[src/rtl/mau_pkg.sv]
// Shared encodings and helpers for the load/store unit.
package mau_pkg;

  localparam logic [1:0] SZ_BYTE = 2'b00;
  localparam logic [1:0] SZ_HALF = 2'b01;
  localparam logic [1:0] SZ_WORD = 2'b10;
  localparam logic [1:0] SZ_ILL  = 2'b11;

  typedef enum logic [1:0] {
    IDLE  = 2'b00,
    READ  = 2'b01,
    WRITE = 2'b10,
    RESP  = 2'b11
  } state_t;

  // Low address bits that must be zero for a naturally aligned access.
  function automatic logic [1:0] align_mask(input logic [1:0] size);
    case (size)
      SZ_BYTE: align_mask = 2'b00;
      SZ_HALF: align_mask = 2'b01;
      default: align_mask = 2'b11;
    endcase
  endfunction

endpackage

[src/rtl/mau_lane_align.sv]
// Lane extraction/extension for loads and lane merge for sub-word stores.
module mau_lane_align
  import mau_pkg::*;
(
  input  logic [31:0] rbuf,
  input  logic [31:0] wdata,
  input  logic [1:0]  lane,
  input  logic [1:0]  size,
  input  logic        sgn,
  output logic [31:0] rdata,
  output logic [31:0] merged
);

  logic [31:0] shifted;
  logic [31:0] wshift;
  logic [3:0]  bmask;

  always_comb begin
    shifted = rbuf >> {lane, 3'b000};
    case (size)
      SZ_BYTE: rdata = {{24{sgn & shifted[7]}}, shifted[7:0]};
      SZ_HALF: rdata = {{16{sgn & shifted[15]}}, shifted[15:0]};
      default: rdata = rbuf;
    endcase
  end

  always_comb begin
    wshift = wdata << {lane, 3'b000};
    case (size)
      SZ_BYTE: bmask = 4'b0001 << lane;
      SZ_HALF: bmask = 4'b0011 << {lane[1], 1'b0};
      default: bmask = 4'b1111;
    endcase
    merged = rbuf;
    for (int unsigned i = 0; i < 4; i++) begin
      if (bmask[i]) merged[8*i +: 8] = wshift[8*i +: 8];
    end
  end

endmodule

[src/rtl/mem_access_unit.sv]
// Load/store unit: one byte/half/word access per request, sub-word stores by read-modify-write.
module mem_access_unit
  import mau_pkg::*;
#(
  parameter int unsigned MEM_CAPACITY = 4096,
  parameter int unsigned ADDR_W       = 32
) (
  input  logic              m_clock,
  input  logic              p_reset,
  input  logic              req_valid,
  output logic              req_ready,
  input  logic              req_we,
  input  logic [ADDR_W-1:0] req_addr,
  input  logic [1:0]        req_size,
  input  logic              req_signed,
  input  logic [31:0]       req_wdata,
  output logic              resp_valid,
  input  logic              resp_ready,
  output logic [31:0]       resp_rdata,
  output logic              resp_err,
  output logic [ADDR_W-1:0] mem_addr_r,
  input  logic [31:0]       mem_rdata,
  output logic [ADDR_W-1:0] mem_addr_w,
  output logic [31:0]       mem_wdata,
  output logic              mem_we
);

  localparam logic [ADDR_W-1:0] LAST_ADDR = ADDR_W'(MEM_CAPACITY - 4);

  state_t            state, state_n;
  logic              we_q, sgn_q, err_q;
  logic [ADDR_W-1:0] addr_q;
  logic [1:0]        size_q;
  logic [31:0]       wdata_q, rbuf;
  logic              req_err;
  logic [ADDR_W-1:0] aligned;
  logic [31:0]       load_data, merged;

  assign aligned = {addr_q[ADDR_W-1:2], 2'b00};

  always_comb begin
    req_err = (req_size == SZ_ILL)
           || ((req_addr[1:0] & align_mask(req_size)) != 2'b00)
           || (req_addr > LAST_ADDR);
  end

  mau_lane_align u_align (
    .rbuf   (rbuf),
    .wdata  (wdata_q),
    .lane   (addr_q[1:0]),
    .size   (size_q),
    .sgn    (sgn_q),
    .rdata  (load_data),
    .merged (merged)
  );

  always_ff @(posedge m_clock) begin
    if (!p_reset) begin
      state   <= IDLE;
      we_q    <= 1'b0;
      sgn_q   <= 1'b0;
      err_q   <= 1'b0;
      addr_q  <= '0;
      size_q  <= '0;
      wdata_q <= '0;
      rbuf    <= '0;
    end else begin
      state <= state_n;
      if (state == IDLE && req_valid) begin
        we_q    <= req_we;
        sgn_q   <= req_signed;
        err_q   <= req_err;
        addr_q  <= req_addr;
        size_q  <= req_size;
        wdata_q <= req_wdata;
        rbuf    <= '0;
      end
      if (state == READ) rbuf <= mem_rdata;
    end
  end

  always_comb begin
    state_n    = state;
    req_ready  = 1'b0;
    resp_valid = 1'b0;
    resp_rdata = '0;
    resp_err   = 1'b0;
    mem_addr_r = '0;
    mem_addr_w = '0;
    mem_wdata  = '0;
    mem_we     = 1'b0;
    case (state)
      IDLE: begin
        req_ready = 1'b1;
        if (req_valid) state_n = req_err ? RESP : READ;
      end
      READ: begin
        mem_addr_r = aligned;
        mem_addr_w = aligned;
        state_n    = we_q ? WRITE : RESP;
      end
      WRITE: begin
        mem_addr_r = aligned;
        mem_addr_w = aligned;
        mem_wdata  = merged;
        mem_we     = 1'b1;
        state_n    = RESP;
      end
      RESP: begin
        mem_addr_r = aligned;
        mem_addr_w = aligned;
        resp_valid = 1'b1;
        resp_err   = err_q;
        resp_rdata = (err_q || we_q) ? '0 : load_data;
        if (resp_ready) state_n = IDLE;
      end
      default: state_n = IDLE;
    endcase
  end

endmodule

[config.mk]
export PLATFORM = sky130hd
export DESIGN_NAME = mem_access_unit
export DESIGN_NICKNAME = d
export VERILOG_FILES = /design/src/rtl/mau_pkg.sv /design/src/rtl/mau_lane_align.sv /design/src/rtl/mem_access_unit.sv
export SDC_FILE = /design/constraint.sdc
export NUM_CORES = 1
export LEC_CHECK = 0
export BUFFER_PORTS_ARGS = -buffer_cell sky130_fd_sc_hd__buf_4
export CAP_MARGIN = 20
export CORE_ASPECT_RATIO = 1.25
export CORE_MARGIN = 10
export CORE_UTILIZATION = 53
export CTS_CLUSTER_SIZE = 16
export DETAILED_ROUTE_END_ITERATION = 6
export HOLD_SLACK_MARGIN = 0.15
export PLACE_DENSITY = 0.85
export SLEW_MARGIN = 10
export SYNTH_ARGS = -nofsm -noshare
export SYNTH_HDL_FRONTEND = slang
export SYNTH_SLANG_ARGS = --single-unit
[constraint.sdc]
create_clock -name m_clock -period 5.64 [get_ports m_clock]
set_input_delay 0.282 -clock m_clock [delete_from_list [all_inputs] [get_ports m_clock]]
set_output_delay 0.282 -clock m_clock [all_outputs]
set_load 0.01 [all_outputs]
# --- Word-level counts from Yosys, hierarchy flattened ---
# Cells that the tools add are included.
# Widths: inputs -> output; s select.
totals:
  reg_bits: 103
classes:
  bitwise_logic: 3
  shifts: 4
  reduce_logical: 11
  n_lt_le_gt_ge: 1
  eq_ne: 8
  n_mux: 22
ops:
  columns: ["op", "count"]
  rows:
  - ["$mux 32", 6]
  - ["$pmux 32 s2", 1]
  - ["$gt 32x12->1 const B", 1]
  - ["$mux 8", 4]
  - ["$shl 32x5->32", 1]
  - ["$shr 32x5->16", 1]
  - ["$pmux 2 s4", 1]
  - ["$pmux 4 s2", 1]
  - ["$eq 2x1->1 const B", 3]
  - ["$eq 2x2->1 const B", 3]
  - ["$logic_not 2->1", 3]
  - ["$mux 2", 3]
  - ["$mux 1", 5]
  - ["$ne 2x2->1 const B", 2]
  - ["$pmux 2 s2", 1]
  - ["$reduce_bool 2->1", 2]
  - ["$shl 1x2->4 const A", 1]
  - ["$shl 2x2->4 const A", 1]
  - ["$logic_or 1x1->1", 3]
  - ["$reduce_or 3->1", 1]
  - ["$and 1x1->1", 2]
  - ["$and 2x2->2", 1]
  - ["$reduce_and 2->1", 1]
  - ["$logic_and 1x1->1", 1]

# --- Longest topological paths before layout ---
# Gate-level depths: netlist (run 1).
depth:
  word_depth: 9
  mapped_depth: 8
  depth_no_buf: 6

# --- Cells and area by module ---
# Synthesis (run 1) repeated with hierarchy kept, for this count alone.
hier_totals:
  hier_cells: 869
  hier_area_um2: 6234.7
modules_own_cells:
  columns: ["module", "area_each_um2", "instances", "cells_per_inst"]
  rows:
  - ["mem_access_unit", 4660.7, 1, 616]
  - ["mau_lane_align", 1574.0, 1, 253]

# --- Worst setup path after synthesis (run 1) ---
# Ideal clock, no wire load.
synth_timing:
  path_type: "flip-flop to output port"
  startpoint: "register state[0]"
  endpoint: "output resp_rdata[21]"
  stages_incl_launch_ff: 8
  path_buffers: 2
  path_slack_ns: 3.422
  required_time_ns: 5.358
  arrival_time_ns: 1.936
  path_cell_list: "dfxtp_1 -> ha_1 -> inv_2 -> or3_1 -> clkbuf_1 -> a2111oi_4 -> buf_6 -> a21o_1"
synth_via:
  elab_chain_len: 2
synth_rtl:
  columns: ["item", "line", "text"]
  rows:
  - ["start, declared", "mem_access_unit.sv:30", "state_t state, state_n;"]
  - ["start signal, assigned", "mem_access_unit.sv:68", "state <= state_n;"]
  - ["$eq 2x2->1", "mem_access_unit.sv:92", "case (state)"]
  - ["$mux 32", "mem_access_unit.sv:92", null]
  - ["end, declared", "mem_access_unit.sv:19", "output logic [31:0] resp_rdata,"]
# Every way passes these cells.

# --- Worst setup path after layout (run 1) ---
layout_timing:
  startpoint: "register addr_q[1]"
  endpoint: "output resp_rdata[20]"
layout_via:
  elab_chain_len: 5
  word_cells_on_any_way: 6
  cone_classes: "1 x shift; 3 x mux; 2 x bitwise"
layout_rtl:
  columns: ["item", "line", "text"]
  rows:
  - ["start, declared", "mem_access_unit.sv:32", "logic [ADDR_W-1:0] addr_q;"]
  - ["start signal, assigned", "mem_access_unit.sv:73", "addr_q <= req_addr;"]
  - ["$shr 32x5->16 (*)", "mau_lane_align.sv:19", "shifted = rbuf >> {lane, 3'b000};"]
  - ["$and 1x1->1 (on tied branches)", "mau_lane_align.sv:22, mau_lane_align.sv:21", null]
  - ["$pmux 32 s2 (*)", "mau_lane_align.sv:20", "case (size)"]
  - ["$mux 32 (*)", "mem_access_unit.sv:114", "resp_rdata = (err_q || we_q) ? '0 : load_data;"]
  - ["$mux 32 (*)", "mem_access_unit.sv:92", null]
# Every way passes the cells marked *; elsewhere a longest branch is shown, timed or not.

==> reports/metrics.cfg, run 1 <==
[global_route]
grt_pass1_wl_um=32170
grt_antenna_before_repair=0
grt_pass1_vias=6200
grt_max_degree=101
gr-total-overflow=0
track_usage=0.2465

[clocking]
cts_buffers=9
cts-htree-levels=3
cts_tree=built
hold_buffers=0
path_clk_slew_ns=0.07
clockBufferDepth=2
cts_resized=0
postCtsSetupBuffers=0
ctsRootBufferMaster=clkbuf_16
cts.sinks=103
clk_latency_ns=0.35

[final_layout]
fin_cells=1099
n_antenna_cell=0
nets=1067
regArea_um2=2064
n_fill_cell=970
final_core_util=0.7002
layout-drive-gt1-share=0.2811
multi_input_area_um2=3348
area_growth_pct=29.48

[synthesis]
syn_area_um2=5993
synthCells=811
ys.warnings.count=0
ys.flop_type=dfxtp_1
avgSynthCellArea_um2=7.390
ys_seq_area_frac=0.3441
ys_ff_latch=103
synth_cell_types=42
async_reset_ff_frac=0
synth-edff-count=0

[flow_run]
max-cap-violations=0

[power]
leakage_uw=0.003423
total_power_uw=2917
ir_drop_v=0.0002153
pwr_density_cell_nw_per_um2=375.8

[detailed_routing]
drtAntennaViolNets=0
first_pass_iters=6
drt_iter0_drc=446
routed_wl_um=20830
avgViaCountPerCell=5.617
wl_per_cell_um=18.95
vias=6173
drc=0

[placement]
gp_congestion=0.8979
pre_cts_ws_ns=2.386
dp_cells=1082
hpwlAfterDp_um=15650
numPortBuffers=231

[floorplan]
die_h_um=138.9
start_util=0.5408
die_area_um2=15990
io_pins=236
die_w_um=115.1
num_rows=43
core_um2=11080

[sta]
rsz0062_at_grt=no
worstMarginPinSlew_ns=1.066
fin_setup_tns_ns=0
final.period_utilization=0.6629
finalSetupViolations=0
fmax_mhz=267.5
clock_skew_ns=0.003881
slew_viol_final=0
hold_viol=0
min_period_ns=3.739
relSlewSlack=0.2896
fin_ws_ns=1.901

[worst_setup_path]
cp.required_ns=5.36
crit_fanout=45
critPathLaunchType=register
end_kind=output pin
worst_ep_arrival_time_ns=3.46
path_class=register to output pin

[run_status]
status=completed

[hold_path]
hold_path.class=primary input to register

## cell type report
type	instances	share of cell area
timing repair buffer	236	0.2293
multi-input combinational	591	0.4315
sequential	103	0.2660
inverter	18	0.008707
clock inverter	5	0.01016
clock buffer	11	0.03257
tap	135	0.02177
## critical path, stage by stage (launching register included)
cell,delay (ns)
dfxtp_2,0.92
nor2b_1,0.79
a32oi_1,0.25
a2111oi_4,0.85
a21o_1,0.16
buf_4,0.12
## worst paths after layout
kind | cells past startpoint | end | slack, ns | start
max reg2reg | 7 | wdata_q[10] | 3.23 | state[1]
min | 3 | wdata_q[2] | 0.18 | req_wdata[2]
max | 5 | resp_rdata[20] | 1.90 | addr_q[1]
min reg2reg | 2 | addr_q[23] | 0.45 | addr_q[23]
## metal layers
metal	global-route usage	wire length, um	up-vias
li1	-	-	3016
met1	0.2752	8005	2838
met2	0.4169	10230	276
met3	0.08658	1965	43
met4	0.08943	633	0
met5	0	0	-
## per-stage QoR
| stage | hold slack (ns) | cell area [um2] |
|---|---|---|
| global placement | 0.4365 | 7413 |
| CTS | 0.1715 | 7745 |
| global route | 0.1718 | 7760 |
| detailed placement | 0.4417 | 7413 |
| finish | 0.1784 | 7760 |
| floorplan | 0.4180 | 6005 |
## report_power, final
group / internal, uW / switching, uW
clock: 414 / 285
combinational: 472 / 694
sequential: 865 / 188
## synthesized netlist by cell type (2+ instances only)
library cell | instances | area, um2
nand4_1 | 2 | 12.51
a2bb2oi_1 | 4 | 35.03
nand2b_1 | 4 | 25.02
a21o_1 | 18 | 135.1
buf_1 | 5 | 18.77
o221a_2 | 2 | 22.52
buf_4 | 35 | 262.8
clkbuf_1 | 55 | 206.5
buf_6 | 2 | 22.52
inv_1 | 17 | 63.81
nor4_1 | 6 | 37.54
mux2_2 | 5 | 56.30
o211a_1 | 8 | 80.08
a221oi_1 | 8 | 70.07
a22oi_1 | 13 | 97.59
nor2b_1 | 48 | 300.3
a21oi_1 | 108 | 540.5
o2bb2ai_1 | 10 | 87.58
buf_2 | 5 | 25.02
mux2i_1 | 41 | 410.4
nand3_1 | 41 | 205.2
nor2_1 | 14 | 52.55
o211ai_1 | 12 | 90.09
nor3_1 | 5 | 25.02
dfxtp_1 | 103 | 2062
nand2_1 | 211 | 792.0
a21boi_0 | 8 | 60.06
ha_1 | 4 | 50.05
and2_1 | 4 | 25.02
## cells by family after synthesis
family                     Yosys count  synth area share
buffers and inverters              120            0.1006
adders and majority gates            4          0.008351
DFF                                103            0.3441
and+or+nand+nor                    338            0.2497
AOI/OAI and AO/OA                  199            0.2188
muxes                               46           0.07787
other                                1         0.0006257
## cells in the final DEF (no fill, tap or decap), types with 13 or more instances in the layout
| cell type | Yosys | routed |
|---|---|---|
| a21o_1 | 18 | 18 |
| nand2_1 | 211 | 210 |
| nand3_1 | 41 | 41 |
| a21oi_1 | 108 | 108 |
| inv_1 | 17 | 16 |
| a22oi_1 | 13 | 13 |
| nor2b_1 | 48 | 48 |
| nor2_1 | 14 | 14 |
| buf_4 | 35 | 235 |
| mux2i_1 | 41 | 41 |
| dfxtp_1 | 103 | 101 |
## sequential cells by signal, summed over array words and instances, names as in the netlist
name / cells
rbuf: 32
we_q: 1
sgn_q: 1
wdata_q: 32
addr_q: 32
err_q: 1
size_q: 2
state: 2
No activity file was read; power rests on OpenSTA's default activity.
==> run 2: changes to the inputs <==
CORE_UTILIZATION = 45   (was 53)
PLACE_DENSITY = 0.77   (was 0.85)
clock period = 3.3 ns   (was 5.64 ns; I/O delays follow)
==> run 2 against run 1 <==
Against the previous run: register-to-register slack lost 2.2 ns; flip-flop and latch count unchanged; critical path depth increased by 2; core utilization fell by 2.8 points; global-route usage about the same; wire length is 14% higher; count of clock-buffer cells in the layout shrank 1; cell count rose by 13%; hold slack better by 0.13 ns; sequential power increased by 69%; combinational power rose by 88%; die area increased by 15%.
==> reports/metrics.cfg, run 2 (synthesized netlist as in run 1, its figures left out) <==
[run_status]
status=completed

[detailed_routing]
first_pass_iters=5
routed_wl_um=23740
drtAntennaViolNets=0
avgViaCountPerCell=5.389
wl_per_cell_um=19.10
drt_iter0_drc=440
vias=6698
drc=0

[floorplan]
die_h_um=149.0
die_w_um=123.2
start_util=0.4550
io_pins=236
die_area_um2=18360
core_um2=13170
num_rows=47

[global_route]
grt_antenna_before_repair=1
gr-total-overflow=0
grt_max_degree=64
grt_pass1_wl_um=36290
grt_pass1_vias=6756
track_usage=0.2462

[sta]
final.period_utilization=0.8304
hold_viol=0
fin_setup_tns_ns=0
clock_skew_ns=0.01258
worstMarginPinSlew_ns=1.027
rsz0062_at_grt=no
min_period_ns=2.740
finalSetupViolations=0
relSlewSlack=0.3155
slew_viol_final=0
fmax_mhz=364.9

[clocking]
path_clk_slew_ns=0.08
ctsRootBufferMaster=clkbuf_16
cts_buffers=9
clk_latency_ns=0.35
clockBufferDepth=2
cts_tree=built
cts_resized=0
cts-htree-levels=3
cts.sinks=103

[flow_run]
max-cap-violations=0

[placement]
dp_cells=1125
numPortBuffers=231
gp_congestion=0.9180
hpwlAfterDp_um=16440

[power]
p_switching_uw=2080
ir_drop_v=0.0003309
p_int_uw=2999
leakage_uw=0.003864
sw_frac_of_total=0.4095
seqPwrFrac=0.348
pwr_density_cell_nw_per_um2=573.5
power_frac_comb=0.434
p_clk_frac=0.219

[hold_path]
hold_path.class=primary input to register
hp-start=resp_ready

[final_layout]
final_core_util=0.6722
nets=1174
layout-drive-gt1-share=0.2577
fin_cells=1243
layout_commonest_cell=buf_4
top_regs=addr_q: 32 flops, rbuf: 32 flops, wdata_q: 32 flops
area_growth_pct=47.75
final_cell_mix=240 x buf_4, 210 x nand2_1, 108 x a21oi_1, 102 x dfxtp_1, 101 x dlygate4sd3_1

[worst_setup_path]
r2r-start=state[1]
end_kind=output pin
worst_ep_arrival_time_ns=2.58
crit_fanout=16
crit_start=state[0]
critPathLaunchType=register
cp.required_ns=3.13
path_class=register to output pin

==> run 2: final cells by class <==
cell class                      count  area [um2]
Antenna cell                        1       2.502
Sequential cell                   103        2063
Clock inverter                      6       67.56
Timing Repair Buffer              343        2853
Clock buffer                       10       239.0
Fill cell                        1062        4318
Inverter                           18       67.56
Tap cell                          171       214.0
Multi-Input combinational cell    591        3348
==> run 2: worst max-delay path, stage by stage, from the launching register on <==
cell and delay [ns]:
dfxtp_1 0.41, ha_1 0.24, inv_2 0.06, or3_1 0.58
a2111oi_4 0.40, buf_4 0.28, a21o_1 0.12, buf_4 0.12
==> run 2: timing repair <==
| item | 4_1_cts | 5_1_grt |
|---|---|---|
| setup endpoints to repair | 0 | 0 |
| buffers inserted | 0 | 0 |
| hold endpoints to repair | 102 | 0 |
| hold buffers | 101 | 0 |
==> run 2: worst paths after layout <==
kind	to	slack [ns]	depth (start not counted)
worst max-delay path	resp_rdata[31]	0.56	7
worst min-delay path	state[1]	0.31	4
worst max register to register	wdata_q[12]	1.07	7
worst min register to register	addr_q[27]	0.45	2
==> run 2: stage by stage <==
stage	hold WS (ns)	setup slack, ns	total power [uW]	cell area [um2]
floorplan	0.3010	1.199	3113	6005
global placement	0.4135	1.064	3811	7535
detailed placement	0.4223	0.9804	3845	7535
CTS	0.2874	0.5787	5049	8852
global route	0.3548	0.4298	5356	8855
finish	0.3133	0.5595	5078	8855
==> run 2: per-layer routing <==
layer,track usage,share of wire,vias up,routed length (um)
met5,0,0,-,0
met4,0.1301,0.045,0,1068
met3,0.06780,0.072,68,1716
met2,0.4122,0.50,298,11810
met1,0.2766,0.39,3102,9143
li1,-,-,3230,-
==> run 2: power by group through the flow <==
stage | Combinational (uW) | Sequential, uW | Clock, uW
floorplan | 1480 | 1630 | 0
detailed placement | 2070 | 1780 | 0
global route | 2400 | 1780 | 1180
global placement | 2040 | 1770 | 0
finish | 2200 | 1770 | 1110
CTS | 2170 | 1750 | 1130
==> run 3: changes to the inputs <==
CORE_UTILIZATION = 50   (was 45)
PLACE_DENSITY = 0.81   (was 0.77)
clock period = 2.8 ns   (was 3.3 ns; I/O delays follow)
==> run 3 against run 2 <==
Against the previous run: core utilization up 9.0 points; non-clock buffer count up 5; wire length down 0.47%; clock power up 17%; critical path depth unchanged; total power up 18%; hold slack worse by 0.021 ns; first-iteration DRC count up 40%; count of clock-buffer cells in the layout up 1; combinational power up 20%; sequential power up 17%; critical path type unchanged.
==> reports/metrics.cfg, run 3 (synthesized netlist as in run 1, its figures left out) <==
[run_status]
status=completed

[sta]
fin_setup_tns_ns=0
slew_viol_final=0
hold_viol=0
relSlewSlack=0.4738
min_period_ns=2.458
fmax_mhz=406.9
rsz0062_at_grt=no
fin_ws_ns=0.3424
finalSetupViolations=0
worst_hold_slack_ns=0.2925
final.period_utilization=0.8777
worstMarginPinSlew_ns=0.7893
clock_skew_ns=0.008005

[detailed_routing]
drtAntennaViolNets=0
highest_layer=met4
vias=6893
routed_wl_um=23630
first_pass_iters=5
wl_met3_um=1951
wl_per_cell_um=19.05
avgViaCountPerCell=5.559
drc=0
wl_met1_um=8877
dr_wl_met2_um=11790
drt_iter0_drc=615

[clocking]
ctsRootBufferMaster=clkbuf_16
clk_latency_ns=0.36
cts_buffers=9
cts-htree-levels=3
postCtsSetupBuffers=0
cts.sinks=103
cts_tree=built
path_clk_slew_ns=0.07
clockBufferDepth=2

[global_route]
grt_pass1_wl_um=36890
gr-total-overflow=0
grt_pass1_vias=6876
grt_antenna_before_repair=0
track_usage=0.2693
grt_max_degree=65

[power]
p_switching_uw=2445
p_clk_frac=0.215
leakage_uw=0.003894
seqPwrFrac=0.344
ir_drop_v=0.0004675
pwr_density_cell_nw_per_um2=676.1
power_frac_comb=0.440
sw_frac_of_total=0.4066
p_int_uw=3569

[final_layout]
layout_commonest_cell=buf_4
layout-drive-gt1-share=0.2621
n_fill_cell=834
nets=1179
area_growth_pct=48.43
final_cell_mix=244 x buf_4, 210 x nand2_1, 108 x a21oi_1, 101 x dfxtp_1, 101 x dlygate4sd3_1
top_regs=addr_q: 32 flops, rbuf: 32 flops, wdata_q: 32 flops

[worst_setup_path]
end_kind=output pin
cp.required_ns=2.66
r2r_setup_slack_ns=0.55
crit_start=state[0]
worst_ep_arrival_time_ns=2.32
crit_fanout=16
r2r-start=state[1]
path_class=register to output pin
critPathLaunchType=register

[floorplan]
die_w_um=117.9
die_h_um=142.4
num_rows=44
start_util=0.5135
io_pins=236
die_area_um2=16790
core_um2=11670

[placement]
gp_congestion=0.9015
hpwlAfterDp_um=16050
pre_cts_ws_ns=0.5552
numPortBuffers=231

[flow_run]
max-cap-violations=0

[hold_path]
hold_path.class=primary input to register
hp-start=resp_ready

run 3: cell types whose count changed in the layout (fill, tap and decap cells not counted), sizes merged:
| cell | previous run | this run |
|---|---|---|
| buf | 242 | 247 |
| inv | 20 | 19 |
| diode | 1 | 3 |
| clkbuf | 10 | 11 |
run 3: final cells by class:
| class | count | area (um2) | share of cell area |
|---|---|---|---|
| Tap cell | 161 | 201.4 | 0.02264 |
| Inverter | 18 | 67.56 | 0.007595 |
| Multi-Input combinational cell | 591 | 3353 | 0.3769 |
| Timing Repair Buffer | 348 | 2903 | 0.3263 |
| Clock buffer | 11 | 242.7 | 0.02729 |
| Sequential cell | 103 | 2064 | 0.2321 |
| Clock inverter | 5 | 56.30 | 0.006329 |
| Antenna cell | 3 | 7.507 | 0.0008439 |
run 3: stage by stage:
stage / power, uW / cell area (um2) / util / instances
after global routing: 6350 / 8889 / 0.7616 / 1237
after CTS: 5964 / 8884 / 0.7611 / 1237
after detailed placement: 4571 / 7574 / 0.6489 / 1120
final: 6015 / 8896 / 0.7622 / 1240
after floorplan: 3669 / 6005 / - / 814
after global placement: 4529 / 7574 / 0.6489 / 1120
run 3: per-layer routing:
layer | GRT usage | vias to the layer above
li1 | - | 3248
met1 | 0.2978 | 3177
met2 | 0.4730 | 394
met3 | 0.07463 | 74
met4 | 0.1219 | 0
met5 | 0 | -
run 3: worst paths after layout:
kind	to	depth (start not counted)
hold reg to reg	addr_q[6]	2
setup reg to reg	state[1]	7
hold / removal	state[1]	4
setup / recovery	resp_rdata[31]	7
run 3: worst max-delay path, cell delays in order, from the launching register on:
cell and delay [ns]:
dfxtp_1 0.40, ha_1 0.22, inv_2 0.07, or3_4 0.43
a2111oi_4 0.35, buf_4 0.26, a21o_1 0.11, buf_4 0.12
run 3: power groups by stage:
stage | registers (uW) | clock network [uW] | logic (uW)
floorplan | 1920 | 0 | 1750
global placement | 2080 | 0 | 2450
detailed placement | 2080 | 0 | 2490
CTS | 2050 | 1300 | 2610
global route | 2090 | 1360 | 2900
finish | 2070 | 1300 | 2650
run 3: timing repair:
| action | in CTS | in global routing |
|---|---|---|
| hold buffers | 101 | 0 |
| endpoints found under the setup margin | 0 | 16 |
| resized for setup | 0 | 1 |
| hold endpoints to repair | 102 | 0 |
